==> src/rtl/vm_stock_charger.sv <==
// vm_stock_charger: per-product stock keeper for the vending machine.
// Serves one charge (restock) or vend (withdraw) request at a time through a
// valid/ready handshake and answers every request with exactly one response
// pulse carrying the resulting count and an error code.
// Note: the product-type input is called prod_type because "type" is a
// reserved word in SystemVerilog.
module vm_stock_charger #(
  parameter int NUM_TYPES  = 4,
  parameter int TYPE_W     = 2,
  parameter int COUNT_W    = 5,
  parameter int MAX_STOCK  = 20,
  parameter int INIT_STOCK = 0
) (
  input  logic                 clk,
  input  logic                 rst_n,
  input  logic                 req_valid,
  output logic                 req_ready,
  input  logic                 mode,
  input  logic [TYPE_W-1:0]    prod_type,
  input  logic [COUNT_W-1:0]   number,
  output logic                 resp_valid,
  output logic [1:0]           resp_err,
  output logic [COUNT_W-1:0]   resp_count,
  output logic [NUM_TYPES-1:0] empty_flags,
  output logic [NUM_TYPES-1:0] full_flags
);

  typedef enum logic [1:0] {
    IDLE   = 2'd0,
    CHECK  = 2'd1,
    COMMIT = 2'd2
  } state_t;

  localparam logic [1:0] ERR_OK        = 2'd0;
  localparam logic [1:0] ERR_BAD_TYPE  = 2'd1;
  localparam logic [1:0] ERR_OVERFLOW  = 2'd2;
  localparam logic [1:0] ERR_UNDERFLOW = 2'd3;

  localparam logic [TYPE_W:0]    NUM_TYPES_W = (TYPE_W+1)'(NUM_TYPES);
  localparam logic [COUNT_W:0]   MAX_WIDE    = (COUNT_W+1)'(MAX_STOCK);
  localparam logic [COUNT_W-1:0] MAX_COUNT   = COUNT_W'(MAX_STOCK);
  localparam logic [COUNT_W-1:0] INIT_COUNT  = COUNT_W'(INIT_STOCK);
  localparam logic               INIT_EMPTY  = (INIT_STOCK == 0);
  localparam logic               INIT_FULL   = (INIT_STOCK == MAX_STOCK);

  state_t             state;
  logic               mode_q;
  logic [TYPE_W-1:0]  type_q;
  logic [COUNT_W-1:0] number_q;
  logic [COUNT_W-1:0] stock [NUM_TYPES];
  logic [1:0]         res_err;
  logic [COUNT_W-1:0] res_count;

  logic               bad_type;
  logic [COUNT_W-1:0] cur;
  logic [COUNT_W:0]   sum;
  logic [COUNT_W-1:0] diff;
  logic [1:0]         chk_err;
  logic [COUNT_W-1:0] chk_count;

  // Evaluate the latched request against the addressed stock (one-hot select avoids out-of-range indexing)
  always_comb begin
    bad_type = ({1'b0, type_q} >= NUM_TYPES_W);
    cur      = '0;
    for (int i = 0; i < NUM_TYPES; i++) begin
      if (!bad_type && (type_q == TYPE_W'(i))) begin
        cur = stock[i];
      end
    end
    sum       = {1'b0, cur} + {1'b0, number_q};
    diff      = cur - number_q;
    chk_err   = ERR_OK;
    chk_count = cur;
    if (bad_type) begin
      chk_err   = ERR_BAD_TYPE;
      chk_count = '0;
    end else if (mode_q) begin
      if (sum > MAX_WIDE) begin
        chk_err = ERR_OVERFLOW;
      end else begin
        chk_count = sum[COUNT_W-1:0];
      end
    end else begin
      if (number_q > cur) begin
        chk_err = ERR_UNDERFLOW;
      end else begin
        chk_count = diff;
      end
    end
  end

  // Request FSM: accept, evaluate, then commit the stock write and pulse the response
  always_ff @(posedge clk or negedge rst_n) begin
    if (!rst_n) begin
      state       <= IDLE;
      req_ready   <= 1'b0;
      mode_q      <= 1'b0;
      type_q      <= '0;
      number_q    <= '0;
      res_err     <= ERR_OK;
      res_count   <= '0;
      resp_valid  <= 1'b0;
      resp_err    <= ERR_OK;
      resp_count  <= '0;
      empty_flags <= {NUM_TYPES{INIT_EMPTY}};
      full_flags  <= {NUM_TYPES{INIT_FULL}};
      for (int i = 0; i < NUM_TYPES; i++) begin
        stock[i] <= INIT_COUNT;
      end
    end else begin
      case (state)
        IDLE: begin
          resp_valid <= 1'b0;
          if (req_valid && req_ready) begin
            mode_q    <= mode;
            type_q    <= prod_type;
            number_q  <= number;
            req_ready <= 1'b0;
            state     <= CHECK;
          end else begin
            req_ready <= 1'b1;
          end
        end
        CHECK: begin
          resp_valid <= 1'b0;
          req_ready  <= 1'b0;
          res_err    <= chk_err;
          res_count  <= chk_count;
          state      <= COMMIT;
        end
        COMMIT: begin
          if (res_err == ERR_OK) begin
            for (int i = 0; i < NUM_TYPES; i++) begin
              if (type_q == TYPE_W'(i)) begin
                stock[i]       <= res_count;
                empty_flags[i] <= (res_count == '0);
                full_flags[i]  <= (res_count == MAX_COUNT);
              end
            end
          end
          resp_valid <= 1'b1;
          resp_err   <= res_err;
          resp_count <= res_count;
          req_ready  <= 1'b1;
          state      <= IDLE;
        end
        default: begin
          resp_valid <= 1'b0;
          req_ready  <= 1'b0;
          state      <= IDLE;
        end
      endcase
    end
  end

endmodule

==> config.mk <==
export PLATFORM = sky130hd
export DESIGN_NAME = vm_stock_charger
export DESIGN_NICKNAME = d
export VERILOG_FILES = /design/src/rtl/vm_stock_charger.sv
export SDC_FILE = /design/constraint.sdc
export NUM_CORES = 1
export LEC_CHECK = 0
export ABC_AREA = 1
export CAP_MARGIN = 10
export CORE_MARGIN = 2
export CORE_UTILIZATION = 30
export DETAILED_ROUTE_END_ITERATION = 8
export DONT_BUFFER_PORTS = 1
export PLACE_DENSITY_LB_ADDON = 0.05
export REMOVE_ABC_BUFFERS = 1
export SLEW_MARGIN = 15
export SYNTH_ARGS = -nofsm -noshare
export SYNTH_HDL_FRONTEND = slang
export SYNTH_SLANG_ARGS = --single-unit
==> constraint.sdc <==
create_clock -name clk -period 6 [get_ports clk]
set_input_delay 0.9 -clock clk [delete_from_list [all_inputs] [get_ports clk]]
set_output_delay 0.9 -clock clk [all_outputs]
set_load 0.01 [all_outputs]
==> run summary <==
Final hold vios: 0
Synth Cell Area: 2810 um2
Residual DRC: 0
Reg2Reg Setup Slack: 3.23 ns
Status: finished, final reports clean
Ratio of cells with drive above 1 in the final layout: 11.71%
Worst EP arrival: 2.98 ns
Root Buffer: clkbuf_8
# resized after CTS: 0
CTS sink cnt: 54
Initial detailed-routing violation count: 93
Period utilisation layout: 46.09%
Initial antenna violation count: 0
Worst hold path class: in -> async
HPWL after detailed placement: 5081 um
DR WL/cell: 15.10 um
First-pass GRT wire length: 11580 um
Final ANT Viol Nets: 0
Initial core utilization: 30.70%
GRT Overall Usage: 14.89%
Row count: 35
Worst vdd ir: 0.2301 mV
Clock buffer depth: 2
Post-CTS Setup Inserts: 0
Sum of negative setup slack: 0 ns
Min cycle time layout: 2.765 ns
Final setup vio count: 0
H-Tree Depth: 2
Max Slew Vio Count: 0
Post-synth top cells: nand2_1, dfrtp_1, inv_1
Area of placed instances: 2928 um2
Ports: 28
Distinct cells, synth: 32
Die H: 100.8 um
Ys flop type: dfrtp_1
Total die area: 10160 um2
Async S/R FF share, synth: 100.0%
Leak: 1.518 nW
Power Density: 670.5 nW/um2
Clock transition at the registers of the reported paths: 0.10 ns
Worst flop-to-flop path endpoint: res_count[1]$_DFFE_PN0N_
Crit. End Element: flip-flop
Routed WL: 6959 um
GRT overflow: 0
Core area: 9153 um2
Die W: 100.8 um
Count of input and output buffers: 0
GPL Wtd Cong: 0.8643
Number of synthesized flops with an enable pin: 0
Design area: 3033 um2
Post-synth top area share: 44.52%
Required @ worst endpoint: 6.21 ns
Synth warn: 0
Number of max-cap violations: 0
Vias in the first global route: 2141
Cells after Synth: 347
TritonCTS clock tree: built
CTS buffer count: 5
Total number of vias: 2117
Synthesized flop and latch total: 54
Hold_buf cts: 0
RSZ-0062 raised after global routing: no
Worst-case clock skew: 0.006784 ns
Largest net degree at the start of global routing: 55
CP Class: reg -> reg
Syn avg cell area: 8.099 um2
CP Max Fanout: 8
Synth top area cells: dfrtp_1, nand2_1, inv_1
FMAX: 361.6 MHz
Nets: 372
First-pass DRT Iterations: 4
Vias per inst: 4.592
Antenna cells: 0
Max_slew headroom: 52.36%
WHS: 0.2721 ns
Area growth from synthesis to layout: 7.925%
Latest clock arrival within the worst-skew pair: 0.31 ns
Largest area contributor in the netlist: dfrtp_1
Most numerous cell in the Yosys netlist: nand2_1
Reg2reg path depth: 17
Sequential share of the synthesized area: 48.26%
Startpoint types: flip-flop
Measured slew at the worst slew-check pin: 0.7092 ns
FF-to-FF Start: type_q[1]$_DFFE_PN0P_
worst max-delay path, stage by stage, from the launching register on:
cell and delay [ns]:
dfrtp_1 0.51, inv_2 0.10, nor2_2 0.14, inv_2 0.09
o21ai_2 0.14, o21ai_2 0.10, ha_1 0.24, fa_1 0.41
xnor2_1 0.21, o21ai_1 0.09, nand2_1 0.07, nand2_1 0.09
nand2_2 0.13, nand2_1 0.09, nand2_1 0.08, nand2_1 0.06
nor2_1 0.09, nor2_1 0.04
stage by stage:
stage	utilization, %	setup WS [ns]	cells	power [mW]
CTS	33.14	3.204	461	2.066
detailed placement	31.99	3.248	453	1.817
floorplan	-	3.641	341	1.516
global placement	31.99	3.212	453	1.836
finish	33.14	3.235	461	2.034
global route	33.14	2.979	461	2.280
kinds of logic (layout without fill, tap and decap cells):
group	after synthesis	count (layout)	share of synthesized area (%)
AOI/OAI and AO/OA	67	67	13.13
buffers and inverters	53	56	7.302
DFF	54	54	48.26
and+or+nand+nor	157	157	24.09
xor gates and xnor gates	3	3	0.9352
muxes	1	1	0.4007
adders and majority gates	12	12	5.877
report_power, final:
part	internal, mW	switching [mW]
combinational	0.398	0.760
sequential	0.512	0.129
clock	0.106	0.129
total	1.02	1.02
sequential cells by signal, summed over array words and instances, names as in the netlist:
name and flops:
type_q 2, res_err 2, state 2, resp_count 5, res_count 5, req_ready 1
number_q 5, stock 20, resp_err 2, mode_q 1, full_flags 4, resp_valid 1
empty_flags 4
per-layer routing:
metal,vias to the layer above,wire (um),part of all wire [%],track usage [%]
met5,-,0,0,0
met4,0,51,0.73,3.477
met3,4,307,4.4,2.358
met2,32,2956,42,21.69
met1,975,3643,52,22.99
li1,1106,-,-,-
how the worst max path moves through the flow:
stage / startpoint / endpoint / slack, ns / cells after the start
6_report: type_q[1]$_DFFE_PN0P_ / res_count[1]$_DFFE_PN0N_ / 3.23 / 17
5_1_grt: type_q[1]$_DFFE_PN0P_ / res_count[2]$_DFFE_PN0N_ / 2.98 / 16
4_1_cts: type_q[1]$_DFFE_PN0P_ / res_count[1]$_DFFE_PN0N_ / 3.20 / 17
3_5_place_dp: type_q[1]$_DFFE_PN0P_ / res_count[1]$_DFFE_PN0N_ / 3.25 / 17
3_3_place_gp: type_q[1]$_DFFE_PN0P_ / res_count[1]$_DFFE_PN0N_ / 3.21 / 17
2_1_floorplan: type_q[1]$_DFFE_PN0P_ / res_count[1]$_DFFE_PN0N_ / 3.64 / 17
layout by cell type, fill, tap and decap left out, drive strengths merged, types with 2 or more instances in the layout:
master  netlist  final
fa            2      2
nor2         16     16
a21oi         8      8
xor2          2      2
inv          47     47
ha           10     10
nand3        17     17
dfrtp        50     50
dfstp         4      4
nand2       116    116
o21a          2      2
nor3          6      6
clkbuf        3      7
o21ai        53     53
final cells by class:
cell class	instances	area, um2
Timing Repair Buffer	1	7.507
Clock buffer	7	96.34
Fill cell	981	6120
Clock inverter	1	8.758
Tap cell	111	138.9
Multi-Input combinational cell	240	1249
Sequential cell	54	1356
Inverter	47	176.4
No activity file was read; power rests on OpenSTA's default activity.
